[src/rtl/seg_scan_if.sv]
// Bus bundle between a display client and the seven-segment scan controller.
// The master supplies the frame value and display options; the slave returns
// the handshake status and the per-digit drive signals.
interface seg_scan_if #(
    parameter int NDIG = 8
);
    logic [4*NDIG-1:0] value;
    logic              load;
    logic              ready;
    logic [NDIG-1:0]   dp_in;
    logic [NDIG-1:0]   digit_en;
    logic              lz_blank;
    logic [3:0]        x;
    logic [NDIG-1:0]   an;
    logic              dp_n;
    logic [2:0]        digit_idx;

    modport master (
        output value, load, dp_in, digit_en, lz_blank,
        input  ready, x, an, dp_n, digit_idx
    );

    modport slave (
        input  value, load, dp_in, digit_en, lz_blank,
        output ready, x, an, dp_n, digit_idx
    );
endinterface

[src/rtl/seg_scan_ctrl.sv]
// Time-multiplexed scan controller for an 8-digit common-anode display.
// One digit is lit at a time, separated by an all-dark gap so the previous
// digit's segments never ghost onto the next anode. New values are staged in
// a pending buffer and only promoted at the end of a full frame, so a frame is
// always drawn from a single consistent value.
module seg_scan_ctrl #(
    parameter int NDIG        = 8,
    parameter int REFRESH_DIV = 100000,
    parameter int BLANK_CYC   = 200
) (
    input  logic       clk,
    input  logic       rst_n,
    seg_scan_if.slave  bus
);

    localparam int CNT_MAX = (REFRESH_DIV > BLANK_CYC) ? REFRESH_DIV : BLANK_CYC;
    localparam int CW      = (CNT_MAX > 1) ? $clog2(CNT_MAX) : 1;
    localparam logic [CW-1:0] BLANK_LAST   = CW'(BLANK_CYC - 1);
    localparam logic [CW-1:0] REFRESH_LAST = CW'(REFRESH_DIV - 1);
    localparam logic [2:0]    LAST_IDX     = 3'(NDIG - 1);

    typedef enum logic [0:0] {
        GAP  = 1'b0,
        SCAN = 1'b1
    } scanState_t;

    scanState_t         r_state,      w_state;
    logic [CW-1:0]      r_cnt,        w_cnt;
    logic [2:0]         r_idx,        w_idx;
    logic [NDIG-1:0]    r_an,         w_an;
    logic               r_dpN,        w_dpN;
    logic [3:0]         r_x,          w_x;
    logic               r_ready,      w_ready;

    logic [4*NDIG-1:0]  r_pendValue,  w_pendValue;
    logic [NDIG-1:0]    r_pendDp,     w_pendDp;
    logic [NDIG-1:0]    r_pendEn,     w_pendEn;
    logic               r_pendLz,     w_pendLz;

    logic [4*NDIG-1:0]  r_actValue,   w_actValue;
    logic [NDIG-1:0]    r_actDp,      w_actDp;
    logic [NDIG-1:0]    r_actEn,      w_actEn;
    logic               r_actLz,      w_actLz;

    logic [3:0]         w_nib;
    logic               w_digEn;
    logic               w_digDp;
    logic [2:0]         w_hiNonZero;
    logic               w_visible;
    logic [NDIG-1:0]    w_scanAn;

    // Per-digit view of the active buffer for the currently selected digit,
    // including leading-zero suppression and the anode pattern it would drive.
    always_comb begin
        w_nib       = 4'd0;
        w_digEn     = 1'b0;
        w_digDp     = 1'b0;
        w_hiNonZero = 3'd0;
        w_scanAn    = '1;
        for (int i = 0; i < NDIG; i++) begin
            if (r_actValue[4*i +: 4] != 4'd0) begin
                w_hiNonZero = 3'(i);
            end
            if (r_idx == 3'(i)) begin
                w_nib   = r_actValue[4*i +: 4];
                w_digEn = r_actEn[i];
                w_digDp = r_actDp[i];
            end
        end
        w_visible = w_digEn && !(r_actLz && (r_idx != 3'd0) && (r_idx > w_hiNonZero));
        for (int i = 0; i < NDIG; i++) begin
            if (r_idx == 3'(i)) begin
                w_scanAn[i] = ~w_visible;
            end
        end
    end

    // Next-state logic: gap/scan sequencing, digit stepping, frame-boundary
    // promotion of the pending buffer and the load handshake.
    always_comb begin
        w_state     = r_state;
        w_cnt       = r_cnt + CW'(1);
        w_idx       = r_idx;
        w_an        = r_an;
        w_dpN       = r_dpN;
        w_x         = r_x;
        w_ready     = r_ready;
        w_pendValue = r_pendValue;
        w_pendDp    = r_pendDp;
        w_pendEn    = r_pendEn;
        w_pendLz    = r_pendLz;
        w_actValue  = r_actValue;
        w_actDp     = r_actDp;
        w_actEn     = r_actEn;
        w_actLz     = r_actLz;

        case (r_state)
            GAP: begin
                w_an  = '1;
                w_dpN = 1'b1;
                w_x   = w_nib;
                if (r_cnt == BLANK_LAST) begin
                    w_cnt   = '0;
                    w_state = SCAN;
                    w_an    = w_scanAn;
                    w_dpN   = ~(w_digDp && w_visible);
                end
            end
            SCAN: begin
                if (r_cnt == REFRESH_LAST) begin
                    w_cnt   = '0;
                    w_state = GAP;
                    w_an    = '1;
                    w_dpN   = 1'b1;
                    if (r_idx == LAST_IDX) begin
                        w_idx = 3'd0;
                        if (!r_ready) begin
                            w_actValue = r_pendValue;
                            w_actDp    = r_pendDp;
                            w_actEn    = r_pendEn;
                            w_actLz    = r_pendLz;
                            w_ready    = 1'b1;
                        end
                    end else begin
                        w_idx = r_idx + 3'd1;
                    end
                end
            end
            default: begin
                w_state = GAP;
                w_cnt   = '0;
            end
        endcase

        if (bus.load && r_ready) begin
            w_pendValue = bus.value;
            w_pendDp    = bus.dp_in;
            w_pendEn    = bus.digit_en;
            w_pendLz    = bus.lz_blank;
            w_ready     = 1'b0;
        end
    end

    // State register; reset aborts any scan and discards a pending update.
    always_ff @(posedge clk) begin
        if (!rst_n) begin
            r_state     <= GAP;
            r_cnt       <= '0;
            r_idx       <= 3'd0;
            r_an        <= '1;
            r_dpN       <= 1'b1;
            r_x         <= 4'd0;
            r_ready     <= 1'b1;
            r_pendValue <= '0;
            r_pendDp    <= '0;
            r_pendEn    <= '0;
            r_pendLz    <= 1'b0;
            r_actValue  <= '0;
            r_actDp     <= '0;
            r_actEn     <= '1;
            r_actLz     <= 1'b0;
        end else begin
            r_state     <= w_state;
            r_cnt       <= w_cnt;
            r_idx       <= w_idx;
            r_an        <= w_an;
            r_dpN       <= w_dpN;
            r_x         <= w_x;
            r_ready     <= w_ready;
            r_pendValue <= w_pendValue;
            r_pendDp    <= w_pendDp;
            r_pendEn    <= w_pendEn;
            r_pendLz    <= w_pendLz;
            r_actValue  <= w_actValue;
            r_actDp     <= w_actDp;
            r_actEn     <= w_actEn;
            r_actLz     <= w_actLz;
        end
    end

    assign bus.ready     = r_ready;
    assign bus.x         = r_x;
    assign bus.an        = r_an;
    assign bus.dp_n      = r_dpN;
    assign bus.digit_idx = r_idx;

endmodule
[src/flat_wrapper.sv]
// flat-port wrapper written by rule: the top's interface ports become plain ports
module seg_scan_ctrl_flat 
#(
    parameter int NDIG        = 8,
    parameter int REFRESH_DIV = 100000,
    parameter int BLANK_CYC   = 200
)
  (clk, rst_n, bus_value, bus_load, bus_dp_in, bus_digit_en, bus_lz_blank, bus_ready, bus_x, bus_an, bus_dp_n, bus_digit_idx);
  seg_scan_if #(.NDIG(NDIG)) bus_i ();
  input  logic clk;
  input  logic rst_n;
  input wire logic [$bits(bus_i.value)-1:0] bus_value;
  input wire logic [$bits(bus_i.load)-1:0] bus_load;
  input wire logic [$bits(bus_i.dp_in)-1:0] bus_dp_in;
  input wire logic [$bits(bus_i.digit_en)-1:0] bus_digit_en;
  input wire logic [$bits(bus_i.lz_blank)-1:0] bus_lz_blank;
  output wire logic [$bits(bus_i.ready)-1:0] bus_ready;
  output wire logic [$bits(bus_i.x)-1:0] bus_x;
  output wire logic [$bits(bus_i.an)-1:0] bus_an;
  output wire logic [$bits(bus_i.dp_n)-1:0] bus_dp_n;
  output wire logic [$bits(bus_i.digit_idx)-1:0] bus_digit_idx;
  assign bus_i.value = bus_value;
  assign bus_i.load = bus_load;
  assign bus_i.dp_in = bus_dp_in;
  assign bus_i.digit_en = bus_digit_en;
  assign bus_i.lz_blank = bus_lz_blank;
  assign bus_ready = bus_i.ready;
  assign bus_x = bus_i.x;
  assign bus_an = bus_i.an;
  assign bus_dp_n = bus_i.dp_n;
  assign bus_digit_idx = bus_i.digit_idx;
  seg_scan_ctrl #(.NDIG(NDIG), .REFRESH_DIV(REFRESH_DIV), .BLANK_CYC(BLANK_CYC)) u_core (.clk(clk), .rst_n(rst_n), .bus(bus_i));
endmodule
[config.mk]
export PLATFORM = sky130hd
export DESIGN_NAME = seg_scan_ctrl_flat
export DESIGN_NICKNAME = d
export VERILOG_FILES = /design/src/rtl/seg_scan_if.sv /design/src/rtl/seg_scan_ctrl.sv /design/src/flat_wrapper.sv
export SDC_FILE = /design/constraint.sdc
export NUM_CORES = 1
export LEC_CHECK = 0
export BUFFER_PORTS_ARGS = -buffer_cell sky130_fd_sc_hd__buf_2
export CAP_MARGIN = 20
export CORE_ASPECT_RATIO = 1.75
export CORE_MARGIN = 5
export CORE_UTILIZATION = 58
export DETAILED_ROUTE_END_ITERATION = 12
export GPL_TIMING_DRIVEN = 1
export PLACE_DENSITY_LB_ADDON = 0.2
export REMOVE_ABC_BUFFERS = 1
export SLEW_MARGIN = 15
export SYNTH_ARGS = -nofsm -noshare
export SYNTH_HDL_FRONTEND = slang
export SYNTH_SLANG_ARGS = --single-unit
[constraint.sdc]
create_clock -name clk -period 2.58 [get_ports clk]
set_input_delay 0.129 -clock clk [delete_from_list [all_inputs] [get_ports clk]]
set_output_delay 0.129 -clock clk [all_outputs]
set_load 0.05 [all_outputs]
==> key figures, run 1 <==
Power
  – Power Density: 617 nW/um^2
  – Leakage: ~0.0028 uW
  – VDD IR max: 0.562 mV

Timing
  – Final Setup Violations: 0
  – Post-Route Skew: between 0.006 and 0.007 ns
  – Final Hold Fails: 0
  – Pins Over Slew Limit: 0
  – Worst-Margin Slew: a little under 0.9 ns
  – Ratio of final minimum period to clock period: 0.940
  – Fin crit period: 2.43 ns
  – Max Fclk: 412 MHz
  – RSZ-0062 raised after global routing: no
  – Slew HR: 0.403

Drt
  – Drt drc: 0
  – Detailed Routing Iterations Pass 1: 5
  – Met2 WL: between 7000 and 8000 um
  – Drt via density: around 5.6
  – Drt total wl: 14,500 um
  – Antenna viol nets, final: 0
  – Met3 wire len: 539 um
  – Starting DRT DRC Count: 349
  – Via count: 5,370
  – Met1 WL: 5670 um
  – WL per Instance: 15.1 um
  – Highest routed layer: met4

Worst setup path
  – Crit start category: flop
  – Number of buffers and inverters on the critical path: 0
  – Cell depth of the worst setup path: 6
  – WP data arrival: 2.76 ns
  – Delay-heaviest family, CP: compound AO/OA/AOI/OAI gates
  – Crit end category: flop
  – Crit Path Max Fanout: 15
  – R2R cell count: 6
  – CP cell instances: ha_1 -> a21oi_1 -> a2111oi_0 -> a221o_1 -> a221oi_1 -> o21ai_0
  – Crit Path Category: flop to flop
  – Slowest cell on crit path: a2111oi_0
  – Worst path required time: 2.92 ns
  – Largest stage delay, worst path: 0.72 ns

Floorplan
  – Die ar.: between 10,000 and 15,000 um^2
  – Die height: 142 um
  – Cell Rows: between 40 and 50
  – Initial core utilization: 0.590
  – Width of the die: 85.7 um
  – IO Pins: 69
  – Core footprint: 9850 um^2

Synthesis
  – Leading cell type by number of instances after synthesis: nand2_1
  – Ys Warns: 0
  – Post-synth EDFFs: 0
  – Seq cells post-synth: 133
  – Most used DFF post-synth: dfxtp_1
  – Synth area leader: dfxtp_1
  – Asr flop ratio synth: 0
  – Sequential element share of the synthesized area: 0.458
  – Post-synth top cells: nand2_1, dfxtp_1, nand3_1
  – Synthesized area: 5810 um^2
  – Post-synth top area share: 0.458
  – Syn Area/Cell: 7.99 um^2
  – Synth cell types: 55
  – Ranking of synthesized cells by area: dfxtp_1, nand2_1, a21boi_0, nand3_1, o21ai_0
  – Syn Inst Count: 728

Min path
  – Hold Crit Class: input port to flop
  – Hold path cells: 3

Layout
  – P&R area growth vs syn: 24.3%
  – Utilization after layout: 0.734
  – # diodes: 0
  – Share of layout cells above drive strength 1: 0.147
  – Sequential cell area: 2660 um^2
  – Multi-input logic area: 2900 um^2
  – Final #Nets: 884
  – Fillers: ~770
  – Cell area after layout: between 7000 and 8000 um^2

Global routing
  – Vias in the first global route: 5,218
  – Global-route wire length before repair: 23,900 um
  – All-layer global routing usage: 0.246
  – Initial antenna violation count: 0
  – GR Overflow Total: 0
  – Largest net degree at the start of global routing: 134

Clock network
  – CTS max path bufs: 2
  – TritonCTS clock tree: yes
  – Post-CTS setup buffer count: 0
  – Clock Sinks: ~130
  – Worst-path clk slew: approximately 0.05 ns
  – H-tree depth: 4
  – Root Buffer: clkbuf_16
  – Clock buffers created by TritonCTS: 17
  – Worst-skew pair later-pin latency: 0.41 ns

Job
  – Max Cap Viol: 0

Run status
  – Status: finished clean

Placed design
  – I/O Buffers: 68
  – Dpl hpwl: 9350 um
  – Placed Area: 6220 um^2
  – GPL Wtd Cong: 0.912
[cells in the final DEF (no fill, tap or decap), types with 5 or more instances in the layout]
cell	instances
a31oi_1	9
xnor2_1	5
xor2_1	10
ha_1	9
buf_2	67
nand2_1	180
nand2b_1	5
o21ai_0	44
clkinv_2	5
nor4_1	6
a21boi_0	52
clkbuf_16	17
nand3_1	73
buf_4	12
nor2b_1	7
nand3b_1	6
dfxtp_1	133
and3_1	5
nor2_1	40
dlygate4sd3_1	48
inv_1	9
o31ai_1	5
a21oi_1	21
[per-layer routing]
metal / global-route usage / vias to the layer above
li1: - / 2674
met1: 0.267 / 2540
met2: 0.456 / 128
met4: 0.0951 / 0
met3: 0.0539 / 28
met5: 0 / -
[stage by stage]
stage          hold slack [ns]  setup TNS (ns)  std cells  setup WS (ns)  power (uW)
2_1_floorplan            0.201          -43.11        673         -0.848        2260
3_3_place_gp             0.379               0        880          0.216        2360
3_5_place_dp             0.388               0        880          0.122        2370
4_1_cts                0.00125               0        955          0.132        4480
5_1_grt               0.000373               0        955         0.0202        4620
6_report               0.00200               0        955          0.154        4460
[sequential cells by signal, indices dropped and copies added (netlist names), 3 cells and up]
signal and cells:
u_core.bus.an 8, u_core.bus.digit_idx 3, u_core.bus.x 4, u_core.r_actDp 8, u_core.r_actEn 8, u_core.r_actValue 32, u_core.r_cnt 17, u_core.r_pendDp 8
u_core.r_pendEn 8, u_core.r_pendValue 32
[logic make-up (layout without fill, tap and decap cells)]
logic type | after synthesis | count (layout) | synth area share
buffers and inverters | 65 | 167 | 0.0473
adders and majority gates | 10 | 10 | 0.0215
DFF | 133 | 133 | 0.458
and+or+nand+nor | 350 | 350 | 0.277
AOI/OAI and AO/OA | 155 | 155 | 0.174
xor gates and xnor gates | 15 | 15 | 0.0226
[final cells by class]
class | instances | share of cell area
Tap cell | 125 | 0.0216
Clock buffer | 21 | 0.0651
Inverter | 10 | 0.00519
Sequential cell | 133 | 0.368
Multi-Input combinational cell | 530 | 0.401
Clock inverter | 6 | 0.00450
Timing Repair Buffer | 130 | 0.134
[power breakdown]
group | total, uW | switching [uW] | internal [uW]
sequential | 2130 | 26.7 | 2100
clock | 2080 | 817 | 1260
combinational | 247 | 124 | 123
[final timing paths]
path	start	endpoint	slack [ns]
max	u_core.bus.digit_idx[0]	u_core.bus.x[0]	0.15
min reg2reg	u_core.r_cnt[0]	u_core.r_cnt[0]	0.45
max reg2reg	u_core.bus.digit_idx[0]	u_core.bus.x[0]	0.15
min	bus_digit_en[2]	u_core.r_pendEn[2]	0.002
[worst min-delay path, delay by kind of cell]
kind / cells / cell delay (ns)
AO/OA/AOI/OAI: 1 / 0.07
buffers and inverters: 1 / 0.10
AND/OR/NAND/NOR: 1 / 0.06
[what timing repair did]
item | in CTS | in global routing
endpoints found under the setup margin | 0 | 7
gates resized for setup | 0 | 4
endpoints found under the hold margin | 48 | 0
hold buffers | 48 | 0
Power figures use the tool's default switching activity.
==> inputs of run 2 (changes only) <==
--- a/config.mk
+++ b/config.mk
@@ -6,13 +6,12 @@
 export NUM_CORES = 1
 export LEC_CHECK = 0
 export BUFFER_PORTS_ARGS = -buffer_cell sky130_fd_sc_hd__buf_2
-export CAP_MARGIN = 20
 export CORE_ASPECT_RATIO = 1.75
 export CORE_MARGIN = 5
 export CORE_UTILIZATION = 58
 export DETAILED_ROUTE_END_ITERATION = 12
 export GPL_TIMING_DRIVEN = 1
-export PLACE_DENSITY_LB_ADDON = 0.2
+export PLACE_DENSITY = 0.9
 export REMOVE_ABC_BUFFERS = 1
 export SLEW_MARGIN = 15
 export SYNTH_ARGS = -nofsm -noshare
==> key figures, run 2 (synthesis results as in run 1) <==
Floorplan
  – Die ar.: ~12,000 um^2
  – Core footprint: 9850 um^2
  – Initial core utilization: 0.590
  – Die height: about 140 um
  – Cell Rows: 48
  – IO Pins: 69
  – Width of the die: 85.7 um

Layout
  – Final #Nets: 885
  – Fillers: 657
  – Commonest non-fill, non-tap cell in the layout: nand2_1
  – Finished Layout Cells: 961
  – Cell area after layout: 7330 um^2
  – Most frequent cells in the layout: nand2_1, dfxtp_1, nand3_1
  – Share of layout cells above drive strength 1: 0.153
  – Largest registers: u_core.r_actValue: 32 flops, u_core.r_pendValue: 32 flops, u_core.r_cnt: 17 flops
  – # diodes: 0
  – P&R area growth vs syn: 26.1%

Worst setup path
  – Worst path required time: 2.86 ns
  – Crit path launch: u_core.r_actValue[13]
  – Critical Path Most Common Cell: nand3_1
  – WP data arrival: 2.77 ns
  – Number of buffers and inverters on the critical path: 0
  – CP cell instances: nor4_1 -> a21boi_0 -> o21ai_0 -> nand2_1 -> ha_1 -> nand3_1 -> nand3_1 -> o2111ai_2 -> nor3_4 -> a31oi_1
  – Largest stage delay, worst path: slightly above 0.4 ns
  – R2R Path Start: u_core.r_actValue[13]
  – Crit start category: flop
  – Slowest cell on crit path: nor4_1
  – Crit Path Category: flop to flop
  – Crit end category: flop
  – Delay-heaviest family, CP: simple AND/OR/NAND/NOR gates
  – Crit Path Max Fanout: 7

Clock network
  – CTS max path bufs: 2
  – Clock Sinks: 133
  – Root Buffer: clkbuf_16
  – Worst-skew pair later-pin latency: 0.42 ns
  – H-tree depth: 4
  – Post-CTS setup buffer count: 0
  – TritonCTS clock tree: yes
  – Clock buffers created by TritonCTS: 17
  – Worst-path clk slew: approximately 0.06 ns

Drt
  – Drt total wl: 15,900 um
  – WL per Instance: 16.5 um
  – Starting DRT DRC Count: 493
  – Via count: 5,686
  – Drt drc: 0
  – Antenna viol nets, final: 0
  – Detailed Routing Iterations Pass 1: 5
  – Drt via density: between 5 and 6

Timing
  – Max Fclk: 402 MHz
  – Post-Route Skew: about 0.0050 ns
  – Slew HR: 0.520
  – Fin crit period: 2.49 ns
  – Worst-Margin Slew: 0.702 ns
  – Hold slack: 0.00979 ns
  – Final Setup Violations: 0
  – Final Hold Fails: 0
  – Pins Over Slew Limit: 0
  – Ratio of final minimum period to clock period: 0.964
  – Final setup TNS: 0 ns

Power
  – Power Density: 663 nW/um^2
  – VDD IR max: 0.503 mV
  – Leakage: 0.00282 uW
  – PnR Total Power: 4860 uW

Global routing
  – Global-route wire length before repair: 25,800 um
  – All-layer global routing usage: 0.263
  – GR Overflow Total: 0
  – Largest net degree at the start of global routing: just under 90
  – Vias in the first global route: 5,596
  – Initial antenna violation count: 0

Run status
  – Status: finished clean

Min path
  – Hold Crit Class: input port to flop
  – Hold_sp: bus_value[27]

Placed design
  – Cell count after placement: 881
  – GPL Wtd Cong: 0.941
  – Dpl hpwl: 9590 um
  – Placed Area: 6210 um^2
  – I/O Buffers: 68

Job
  – Max Cap Viol: 0
## run 2: metrics by stage
stage	utilization	setup WS, ns
after global routing	0.744	-0.0475
after global placement	0.631	0.206
final	0.744	0.0918
after detailed placement	0.631	0.0462
after floorplan	-	-0.848
after CTS	0.742	0.0110
## run 2: timing repair
item                                   4_1_cts  5_1_grt
hold buffers                                48        0
setup endpoints to repair                    0        8
resized for setup                            0        4
endpoints found under the hold margin       48        0
## run 2: power by group
group / internal (uW) / leakage [uW] / switching (uW)
registers: 2100 / 0.00108 / 30.2
logic: 125 / 0.00146 / 129
clock network: 1560 / 0.000287 / 914
total: 3790 / 0.00282 / 1070
## run 2: final timing paths
kind	to	slack (ns)	depth (start not counted)
worst min-delay path	u_core.r_pendValue[27]	0.01	3
worst max-delay path	u_core.bus.an[2]	0.09	10
worst max register to register	u_core.bus.an[2]	0.09	10
worst min register to register	u_core.r_cnt[0]	0.45	1
## run 2: worst reg2reg max path, stage by stage (launching register included)
cell and delay (ns):
dfxtp_1 0.34, nor4_1 0.41, a21boi_0 0.17, o21ai_0 0.19, nand2_1 0.08, ha_1 0.29, nand3_1 0.10, nand3_1 0.12
o2111ai_2 0.20, nor3_4 0.30, a31oi_1 0.14
## run 2: layout make-up
cell class              count  area (um^2)  share of cell area
repair buffers            131          961               0.131
clock inverters            13          156              0.0213
multi-input cells         530         2900               0.396
flip-flops and latches    133         2660               0.363
clock buffers              19          453              0.0618
inverters                  10         37.5             0.00512
well taps                 125          156              0.0213
## run 2: layer usage
metal	up-vias	wire length [um]	track usage
met3	84	855	0.0556
li1	2682	-	-
met1	2657	5860	0.273
met4	0	875	0.164
met5	-	0	0
met2	263	8260	0.473
